<file path="config.mk">
export PLATFORM = sky130hd
export DESIGN_NAME = program_loader
export DESIGN_NICKNAME = d
export VERILOG_FILES = /design/src/rtl/program_loader.sv
export SDC_FILE = /design/constraint.sdc
export NUM_CORES = 1
export LEC_CHECK = 0
export ABC_CLOCK_PERIOD_IN_PS = 1700
export BUFFER_PORTS_ARGS = -buffer_cell sky130_fd_sc_hd__buf_2
export CORE_MARGIN = 1.5
export CORE_UTILIZATION = 50
export CTS_CLUSTER_DIAMETER = 40
export DETAILED_ROUTE_END_ITERATION = 8
export PLACE_DENSITY = 0.82
export RECOVER_POWER = 50
export SLEW_MARGIN = 20
export SYNTH_ARGS = -nofsm -noshare
export SYNTH_HDL_FRONTEND = slang
export SYNTH_SLANG_ARGS = --single-unit
export TNS_END_PERCENT = 5
</file>
<file path="constraint.sdc">
create_clock -name clk -period 1.7 [get_ports clk]
set_input_delay 0.34 -clock clk [delete_from_list [all_inputs] [get_ports clk]]
set_output_delay 0.34 -clock clk [all_outputs]
set_load 0.01 [all_outputs]
</file>
<file path="src/rtl/program_loader.sv">
// rtl/program_loader.sv - byte-stream record decoder that loads the 4-bit CPU program RAM
module program_loader #(
    parameter int HOLD_CYCLES = 2
) (
    input  logic       clk,
    input  logic       reset,
    input  logic       start,
    input  logic       rx_valid,
    input  logic [7:0] rx_data,
    output logic       rx_ready,
    output logic       input_mode,
    output logic [3:0] input_address,
    output logic [7:0] input_program,
    output logic       prog_we,
    output logic       busy,
    output logic       done,
    output logic       error,
    output logic [4:0] write_count,
    output logic       cpu_run
);

    localparam logic [2:0] HOLD_LAST = 3'(HOLD_CYCLES - 1);
    localparam logic [3:0] CMD_WRITE = 4'h0;
    localparam logic [3:0] CMD_END   = 4'hF;
    localparam logic [4:0] COUNT_MAX = 5'd16;

    typedef enum logic [2:0] {
        S_IDLE,
        S_HDR,
        S_DATA,
        S_WRITE,
        S_DONE,
        S_ERR
    } state_t;

    state_t     state;
    state_t     state_nxt;
    logic [2:0] hold_cnt;
    logic       xfer;
    logic       hold_last;
    logic       session_start;
    logic       in_session;
    logic [3:0] cmd;

    always_comb begin
        state_nxt     = state;
        cmd           = rx_data[7:4];
        in_session    = (state == S_HDR) || (state == S_DATA) || (state == S_WRITE);
        rx_ready      = (state == S_HDR) || (state == S_DATA);
        xfer          = rx_valid && rx_ready;
        hold_last     = (hold_cnt == HOLD_LAST);
        // start only opens a session from a resting state; mid-session pulses are dropped
        session_start = start && !in_session;
        input_mode    = in_session;
        busy          = in_session;
        prog_we       = (state == S_WRITE);

        case (state)
            S_IDLE: begin
                if (start) state_nxt = S_HDR;
            end
            S_HDR: begin
                if (xfer) begin
                    if (cmd == CMD_WRITE)    state_nxt = S_DATA;
                    else if (cmd == CMD_END) state_nxt = S_DONE;
                    else                     state_nxt = S_ERR;
                end
            end
            S_DATA: begin
                if (xfer) state_nxt = S_WRITE;
            end
            S_WRITE: begin
                if (hold_last) state_nxt = S_HDR;
            end
            S_DONE, S_ERR: begin
                if (start) state_nxt = S_HDR;
            end
            default: state_nxt = S_IDLE;
        endcase
    end

    always_ff @(posedge clk) begin
        if (reset) begin
            state         <= S_IDLE;
            hold_cnt      <= 3'd0;
            input_address <= 4'd0;
            input_program <= 8'd0;
            done          <= 1'b0;
            error         <= 1'b0;
            write_count   <= 5'd0;
        end else begin
            state <= state_nxt;

            if (session_start) begin
                done        <= 1'b0;
                error       <= 1'b0;
                write_count <= 5'd0;
            end

            if (state == S_HDR && xfer) begin
                if (cmd == CMD_WRITE)    input_address <= rx_data[3:0];
                else if (cmd == CMD_END) done          <= 1'b1;
                else                     error         <= 1'b1;
            end

            if (state == S_DATA && xfer) begin
                input_program <= rx_data;
                hold_cnt      <= 3'd0;
            end

            // address and data registers are untouched while the pair is held
            if (state == S_WRITE) begin
                hold_cnt <= hold_cnt + 3'd1;
                if (hold_last && write_count != COUNT_MAX)
                    write_count <= write_count + 5'd1;
            end
        end
    end

    assign cpu_run = done;

endmodule

</file>
# After elaboration in Yosys (flattened, before gate mapping)
# Cells that the tools add are included.
# word_totals
latchBits	0
n_memories	0
elab_cells	55
ramBits	0
regBits	25
output_inout_bits	24
mem_bits_ro	0
inputBits	12
# classes
n_eq_ne	12
n_mux	20
n_lt_le_gt_ge	0
mul	0
n_reduce_logical	14
n_addsub	2
div	0
shift	0
n_bitwise	0
# op_table
operator	count
$mux 3	7
$mux 5	3
$pmux 3 s4	1
$mux 1	9
$eq 3x1->1 const B	2
$eq 3x2->1 const B	2
$eq 3x3->1 const B	2
$add 5x1->5 const B	1
$logic_and 1x1->1	5
$ne 5x5->1 const B	1
$eq 4x4->1 const B	1
$logic_not 4->1	1
$ne 2x1->1 const B	2
$ne 2x2->1 const B	2
$reduce_and 4->1	1
$add 3x1->3 const B	1
$logic_not 3->1	1
$reduce_or 3->1	1
$logic_or 1x1->1	2
$reduce_and 2->1	1
$reduce_bool 2->1	1
$logic_not 1->1	1

# Depth between registers and ports, before layout
# Gate-level depths: netlist of the first run.
# logic_depth
depth_word	9
mapped_depth	6
ltp_nobuf	6

# Worst setup path before layout of the first run
# OpenSTA, ideal clock, no wires.
# synth_timing
path_type	reg-to-reg
from	reg write_count[0]
to	reg write_count[3]
period_less_slack_ps	1486
setup_slack_ps	214
path_stages_with_launch	7
setup_ps	120
path_buffers	0
required_time_ps	1580
arrival_ps	1366
path_cell_list	dfxtp_1 inv_1 ha_1 nand4bb_1 nand3_4 and3_4 a211o_1
# synth_via
elab_chain_cells	4
elab_cells_between_ends	5
classes_between	1 x add/sub; 1 x eq/ne; 2 x mux; 1 x reduce/logical
# synth_lines
item	line	rtl
start, declared	18	output logic [4:0] write_count,
start signal, assigned	115	write_count <= write_count + 5'd1;
branches (longest 2 deep; another with $add 5x1->5)	--	
$mux 5 (*)	114	if (hold_last && write_count != COUNT_MAX)
$mux 5 (*)	112	if (state == S_WRITE) begin
# Mark *: on every way between the ends.
# A chain may end at the register's enable or synchronous reset.

# Worst setup path after layout of the first run
# layout_timing
from	reg state[1]
to	out prog_we
# layout_via
elab_chain_cells	1
# layout_lines
item	line	rtl
start, declared	36	state_t state;
start signal, assigned	92	state <= state_nxt;
$eq 3x2->1	56	prog_we = (state == S_WRITE);
end, declared	14	output logic prog_we,
# Every way passes these cells.

==> results of run 1 <==
-- Yosys cell counts (2+ instances only) --
| cell type | instances | area [um2] |
|---|---|---|
| nand3_1 | 7 | 35.03 |
| nand2b_1 | 4 | 25.02 |
| nor2b_1 | 2 | 12.51 |
| buf_4 | 4 | 30.03 |
| mux2i_1 | 9 | 90.09 |
| clkbuf_1 | 2 | 7.510 |
| nor3_1 | 2 | 10.01 |
| o21ai_0 | 2 | 10.01 |
| o2bb2ai_1 | 2 | 17.52 |
| nand2_1 | 10 | 37.54 |
| buf_6 | 3 | 33.78 |
| ha_1 | 4 | 50.05 |
| inv_1 | 4 | 15.01 |
| dfxtp_1 | 25 | 500.5 |
| nand4_1 | 3 | 18.77 |
| xor2_1 | 2 | 17.52 |
| a21oi_1 | 8 | 40.04 |
| nor2_1 | 19 | 71.32 |
| nor3b_1 | 2 | 15.01 |
| a22oi_1 | 2 | 15.01 |
| nand3b_1 | 2 | 15.01 |
-- kinds of logic (layout without fill, tap and decap cells) --
group	after synthesis	in the layout	share of synthesized area, %
adder cells (fa/ha/maj)	4	4	3.984
flip-flops	25	25	39.84
AO/OA/AOI/OAI	21	21	10.56
buffers and inverters	14	49	7.270
XOR/XNOR	3	3	2.092
AND/OR/NAND/NOR	62	62	29.08
multiplexers	9	9	7.172
-- flip-flops by register name (all words and copies together), names as in the netlist --
register / flops
error: 1
write_count: 5
input_program: 8
input_address: 4
cpu_run: 1
hold_cnt: 3
state: 3
-- per-layer routing --
layer	vias up	global-route usage, %	part of all wire [%]
li1	552	-	-
met1	497	26.23	47
met2	34	29.79	46
met3	2	3.390	6.5
met4	0	7.692	1.1
met5	-	0	0
-- placed cells by master (no fill, tap or decap), drive strengths merged, types with 2 or more instances in the layout --
master / n
a21oi: 8
nor2b: 2
ha: 4
nor3: 2
nand2: 10
o2bb2ai: 2
inv: 4
xor2: 2
nand3b: 2
o21ai: 3
mux2i: 9
clkbuf: 23
nor2: 19
nor3b: 2
and3: 2
buf: 21
a22oi: 2
nand3: 8
nand2b: 4
dfxtp: 25
nand4: 3
-- area by class of cell --
type | count | area, um2
Fill cell | 221 | 858.3
Tap cell | 28 | 35.03
Multi-Input combinational cell | 99 | 664.4
Clock inverter | 1 | 5.005
Clock buffer | 3 | 22.52
Sequential cell | 25 | 504.2
Inverter | 4 | 15.01
Timing Repair Buffer | 41 | 192.7
-- what timing repair did --
item | CTS | global route
gates cloned | 0 | 0
setup endpoints to repair | 1 | 1
resized for setup | 1 | 2
-- tightest hold or removal path: stages --
cell and delay (ns):
buf_2 0.10, nand3_1 0.06, a21oi_1 0.05
-- through the flow --
step                      total power, mW  instances  hold slack [ns]  worst slack (ns)
after detailed placement           0.7780        197           0.4491            0.1756
final                               1.027        201           0.2779            0.1288
after global placement             0.7739        197           0.4426            0.2249
after floorplan                    0.7345        138           0.4805            0.2141
after global routing                1.074        201           0.2705           0.04691
after CTS                           1.036        201           0.2695          0.005761
-- final timing paths --
path | startpoint | to | slack [ns] | depth (start not counted)
setup / recovery | state[1] | prog_we | 0.13 | 2
hold / removal | rx_data[1] | input_address[1] | 0.28 | 3
setup reg to reg | write_count[1] | write_count[3] | 0.16 | 6
hold reg to reg | input_address[0] | input_address[0] | 0.47 | 2
-- power groups by stage --
| stage | registers [mW] | logic (mW) | clock network [mW] |
|---|---|---|---|
| final | 0.621 | 0.147 | 0.259 |
| after global routing | 0.625 | 0.163 | 0.286 |
| after CTS | 0.618 | 0.148 | 0.269 |
| after detailed placement | 0.631 | 0.147 | 0 |
| after global placement | 0.629 | 0.144 | 0 |
| after floorplan | 0.618 | 0.117 | 0 |
==> results.rst, run 1 <==
.. list-table::
   :header-rows: 1

   * - Metric
     - Value
   * - Status
     - complete, no violations
   * - First-pass GRT wire length
     - 3988 um
   * - Combined global-route utilization of all metal layers
     - 19.19%
   * - Total via count in the routed design
     - 1085
   * - Routed vias/inst
     - 5.398
   * - Antenna diodes
     - 0
   * - Height of the chip
     - 53.13 um
   * - Post-layout min period
     - 1.571 ns
   * - Power share of the clock group
     - 25.2%
   * - Critical path buffer and inverter count
     - 1
   * - I/O pin total
     - 36
   * - Hold violation count in the final report
     - 0
   * - Avg Cell Area, Syn
     - 9.103 um2
   * - EDFF count, synth
     - 0
   * - Final critical-path share of the clock period
     - 92.42%
   * - Worst ir drop on vdd
     - 0.5490 mV
   * - Clk slew on worst S/H paths
     - 0.13 ns
   * - Flop and latch count out of synthesis
     - 25
   * - Combinational cell fraction of total power
     - 14.3%
   * - Number of distinct library cells after synthesis
     - 41
   * - Peak Freq
     - 636.5 MHz
   * - Critical Path Slowest Stage Cell
     - dfxtp_2
   * - Family of cells with the greatest summed delay on the critical path
     - flip-flops
   * - Net switching power figure
     - 0.2715 mW
   * - Pin slew with the least headroom to its limit
     - 0.5599 ns
   * - WS Path Type
     - reg2out
   * - Power per cell area
     - 713.7 nW/um2
   * - Setup violation total in the final timing report
     - 0
   * - Internal power
     - 0.7554 mW
   * - Worst-case headroom to the max-slew limit
     - 62.67%
   * - CTS hold repair buffers
     - 0
   * - Count of standard-cell rows
     - 17
   * - Share of power burned in registers
     - 60.5%
   * - Cts bufs inserted
     - 3
   * - Hold/Removal Path Class
     - in2reg
   * - Total DRC errors in the routed layout
     - 0
   * - Mean routed wirelength per cell
     - 12.17 um
   * - Post-Layout Inst Area
     - 1439 um2
   * - Crit end category
     - output pin
   * - Register area share after synthesis
     - 39.84%
   * - Area of the core region
     - 2297 um2
   * - Cell Chain, Critical Path
     - and3b_1, buf_2
   * - Post-Place Cell Area
     - 1435 um2
   * - Remaining global-route overflow
     - 0
   * - Maximum number of pins on one net before global-route repair
     - 21
   * - Cells after synthesis
     - 138
   * - Antenna violations before repair
     - 0
   * - Critical path required time
     - 1.36 ns
   * - Total Neg Setup Slack
     - 0 ns
   * - Maximum clock insertion buffer count
     - 2
   * - Port Buffers
     - 35
   * - Most common flop cell mapped by yosys
     - dfxtp_1
   * - HPWL Detailed
     - 1867 um
   * - Share of synthesized flip-flops with an asynchronous set or reset
     - 0%
   * - RSZ-0062 raised after global routing
     - no
   * - DRT antenna net count
     - 0
   * - Root Buffer Master
     - clkbuf_4
   * - Clock latency of the later-clocked register in the worst-skew pair
     - 0.31 ns
   * - Number of synthesis warnings
     - 0
   * - Iteration-0 DRC Markers
     - 27
   * - Die width
     - 53.13 um
   * - Max Transition Viols Final
     - 0
   * - Cell leakage power
     - 0.5485 nW
   * - Max-cap violations
     - 0
   * - Final nets
     - 190
   * - Gp weighted congestion
     - 0.7749
   * - Initial core utilization
     - 54.68%
   * - Arrival time at the worst endpoint
     - 1.23 ns
   * - Type of origin of the critical path
     - register
   * - Post-CTS setup buffer count
     - 0
   * - Clock skew
     - 0.004029 ns
   * - Crit Path Max Fanout
     - 13
   * - Utilization after layout
     - 62.64%
   * - TritonCTS clock tree
     - yes
   * - Number of global-route vias before repair
     - 915
   * - Detailed Route WL
     - 2447 um
   * - Switching share of power
     - 26.44%
   * - Net count after synthesis
     - 154
   * - Length of the first detailed-routing pass in iterations
     - 4
   * - Share of post-route cells with drive strength above 1
     - 17.92%
   * - Die Footprint
     - 2822 um2
   * - Peak per-stage delay on the critical path
     - 0.46 ns
   * - Netlist area before placement
     - 1256 um2
   * - H-tree levels
     - 1
   * - Synthesis-to-finish area growth
     - 14.54%
   * - Clock sink count
     - 25
Power figures use the tool's default switching activity.
==> run 2: changes to the inputs <==
BUFFER_PORTS_ARGS = unset   (was -buffer_cell sky130_fd_sc_hd__buf_2)
CORE_UTILIZATION = 60   (was 50)
DONT_BUFFER_PORTS = 1   (was unset)
PLACE_DENSITY = 0.81   (was 0.82)
==> results.rst, run 2 (synthesis results as in run 1) <==
.. list-table::
   :header-rows: 1

   * - Metric
     - Value
   * - Peak per-stage delay on the critical path
     - 0.47 ns (was 0.46 ns)
   * - Worst-case headroom to the max-slew limit
     - 63.53% (was 62.67%)
   * - H-tree levels
     - 1 (unchanged)
   * - Combinational cell fraction of total power
     - 10.2% (was 14.3%)
   * - Total DRC errors in the routed layout
     - 0 (unchanged)
   * - Cts bufs inserted
     - 3 (unchanged)
   * - Hold violation count in the final report
     - 0 (unchanged)
   * - Clock sink count
     - 25 (unchanged)
   * - Final nets
     - 156 (was 190)
   * - Setup Slack @ Placement
     - 0.1662 ns (was 0.1756 ns)
   * - Max Transition Viols Final
     - 0 (unchanged)
   * - WS Path Type
     - reg2out (unchanged)
   * - CTS hold repair buffers
     - 0 (unchanged)
   * - Registers with the most flip-flops
     - input_program (8), write_count (5), input_address (4) (unchanged)
   * - Routed vias/inst
     - 5.849 (was 5.398)
   * - Cell leakage power
     - 0.4569 nW (was 0.5485 nW)
   * - Die width
     - 48.76 um (was 53.13 um)
   * - Post-CTS setup buffer count
     - 0 (unchanged)
   * - Count of standard-cell rows
     - 16 (was 17)
   * - Clk slew on worst S/H paths
     - 0.14 ns (was 0.13 ns)
   * - Total via count in the routed design
     - 971 (was 1085)
   * - Remaining global-route overflow
     - 0 (unchanged)
   * - Crit end category
     - output pin (unchanged)
   * - Type of origin of the critical path
     - register (unchanged)
   * - Total Neg Setup Slack
     - 0 ns (unchanged)
   * - Crit Reg-Reg Startpoint
     - state[1] (was write_count[1])
   * - HPWL Detailed
     - 1784 um (was 1867 um)
   * - Net switching power figure
     - 0.2566 mW (was 0.2715 mW)
   * - Largest register FFs
     - 8 (unchanged)
   * - Startpoint of the most critical hold path
     - reset (was rx_data[1])
   * - Cell count along the critical path
     - 2 (unchanged)
   * - Number of global-route vias before repair
     - 1013 (was 915)
   * - First-pass GRT wire length
     - 4284 um (was 3988 um)
   * - Initial core utilization
     - 64.03% (was 54.68%)
   * - Arrival time at the worst endpoint
     - 1.27 ns (was 1.23 ns)
   * - TritonCTS clock tree
     - yes (unchanged)
   * - Switching share of power
     - 25.79% (was 26.44%)
   * - Endpoint with the worst hold slack
     - state[1] (was input_address[1])
   * - Number of stages on the worst hold path
     - 1 (was 3)
   * - Crit Path Max Fanout
     - 13 (unchanged)
   * - Clock latency of the later-clocked register in the worst-skew pair
     - 0.32 ns (was 0.31 ns)
   * - Area of the core region
     - 1962 um2 (was 2297 um2)
   * - Utilization after layout
     - 65.69% (was 62.64%)
   * - Most common cell after layout, fill and taps aside
     - dfxtp_1 (unchanged)
   * - Setup violation total in the final timing report
     - 0 (unchanged)
   * - Die Footprint
     - 2377 um2 (was 2822 um2)
   * - Critical Path Slowest Stage Cell
     - dfxtp_2 (unchanged)
   * - Worst ir drop on vdd
     - 0.5103 mV (was 0.5490 mV)
   * - Iteration-0 DRC Markers
     - 7 (was 27)
   * - Antenna violations before repair
     - 0 (unchanged)
   * - Setup slack of the critical path after layout
     - 0.09348 ns (was 0.1288 ns)
   * - Mean routed wirelength per cell
     - 14.49 um (was 12.17 um)
   * - Share of post-route cells with drive strength above 1
     - 10.07% (was 17.92%)
   * - Maximum clock insertion buffer count
     - 2 (unchanged)
   * - Critical path required time
     - 1.36 ns (about the same)
   * - Critical path buffer and inverter count
     - 1 (unchanged)
   * - Family of cells with the greatest summed delay on the critical path
     - flip-flops (unchanged)
   * - Launch point of the critical path
     - state[1] (unchanged)
   * - Height of the chip
     - 48.76 um (was 53.13 um)
   * - Antenna diodes
     - 0 (unchanged)
   * - Clock skew
     - 0.01024 ns (was 0.004029 ns)
   * - Capturing point of the worst reg2reg path
     - hold_cnt[1] (was write_count[3])
   * - Reg-to-reg slack, setup
     - 0.21 ns (was 0.16 ns)
   * - Seq. cell area
     - 504.2 um2 (unchanged)
   * - Peak Freq
     - 622.5 MHz (was 636.5 MHz)
   * - Power share of the clock group
     - 27.1% (was 25.2%)
   * - Length of the first detailed-routing pass in iterations
     - 4 (unchanged)
   * - Post-layout min period
     - 1.607 ns (was 1.571 ns)
   * - Gp weighted congestion
     - 0.8398 (was 0.7749)
   * - Maximum number of pins on one net before global-route repair
     - 22 (was 21)
   * - Root Buffer Master
     - clkbuf_4 (unchanged)
   * - Worst R2R Path Depth
     - 4 (was 6)
   * - Pin slew with the least headroom to its limit
     - 0.5470 ns (was 0.5599 ns)
   * - Final critical-path share of the clock period
     - 94.50% (was 92.42%)
   * - Internal power
     - 0.7383 mW (was 0.7554 mW)
   * - Highest-count cells in the layout ignoring fill and taps
     - 22 x dfxtp_1, 19 x nor2_1, 10 x nand2_1, 9 x mux2i_1, 8 x a21oi_1 (was 22 x dfxtp_1, 20 x clkbuf_1, 19 x nor2_1, 16 x buf_2, 10 x nand2_1)
   * - Synthesis-to-finish area growth
     - 2.590% (was 14.54%)
   * - Max-cap violations
     - 0 (unchanged)
   * - Detailed Route WL
     - 2406 um (was 2447 um)
   * - Number of inserted filler cells in the final layout
     - 197 (was 221)
   * - Share of power burned in registers
     - 62.6% (was 60.5%)
   * - Cell Chain, Critical Path
     - and3b_1, buf_4 (was and3b_1, buf_2)
   * - Combined area of the multi-input logic cells
     - 664.4 um2 (unchanged)
   * - Port Buffers
     - 0 (was 35)
   * - Power per cell area
     - 772.0 nW/um2 (was 713.7 nW/um2)
   * - Register bank with the most flops
     - input_program (unchanged)
   * - I/O pin total
     - 36 (unchanged)
   * - Status
     - complete, no violations (unchanged)
   * - RSZ-0062 raised after global routing
     - no (unchanged)
   * - Combined global-route utilization of all metal layers
     - 22.50% (was 19.19%)
   * - DRT antenna net count
     - 0 (unchanged)
   * - Hold/Removal Path Class
     - in2reg (unchanged)
run 2: power by group through the flow:
stage	Combinational [mW]	Clock, mW	Sequential (mW)
after floorplan	0.117	0	0.618
after global placement	0.0996	0	0.633
after detailed placement	0.101	0	0.633
after CTS	0.102	0.277	0.620
after global routing	0.112	0.296	0.627
final	0.102	0.270	0.623
run 2: how the worst max path moves through the flow:
stage                           to  slack (ns)
finish                     prog_we        0.09
floorplan           write_count[3]        0.21
detailed placement  write_count[3]        0.17
global placement    write_count[3]        0.23
global route               prog_we        0.02
CTS                        prog_we        0.02
run 2: worst reg2reg max path: stages, from the launching register on:
cell      delay (ns)
dfxtp_2         0.47
and4bb_1        0.58
nor2_1          0.11
a21oi_1         0.18
nor2_1          0.05
run 2: per-layer routing:
metal	up-vias	GRT usage [%]	part of all wire (%)
met5	-	0	0
met4	0	8.095	0.58
met3	2	6.173	6.8
met2	27	38.81	48
met1	457	26.68	45
li1	485	-	-
run 2: cell type report:
type | count | share of cell area, %
clock buffer | 4 | 2.039
inverter | 4 | 1.165
multi-input combinational | 99 | 51.55
sequential | 25 | 39.13
tap | 27 | 2.621
timing repair buffer | 7 | 3.495
run 2: through the flow:
stage | hold slack [ns] | cell area [um2] | std cells | power [mW]
after floorplan | 0.4805 | 1256 | 138 | 0.7345
after global placement | 0.4125 | 1266 | 162 | 0.7323
after detailed placement | 0.4147 | 1266 | 162 | 0.7340
after CTS | 0.05016 | 1294 | 166 | 0.9990
after global routing | 0.04593 | 1289 | 166 | 1.035
final | 0.05758 | 1289 | 166 | 0.9949
run 2: what timing repair did:
item	CTS	global route
gates resized for setup	1	2
setup endpoints to repair	1	3
hold endpoints to repair	0	0
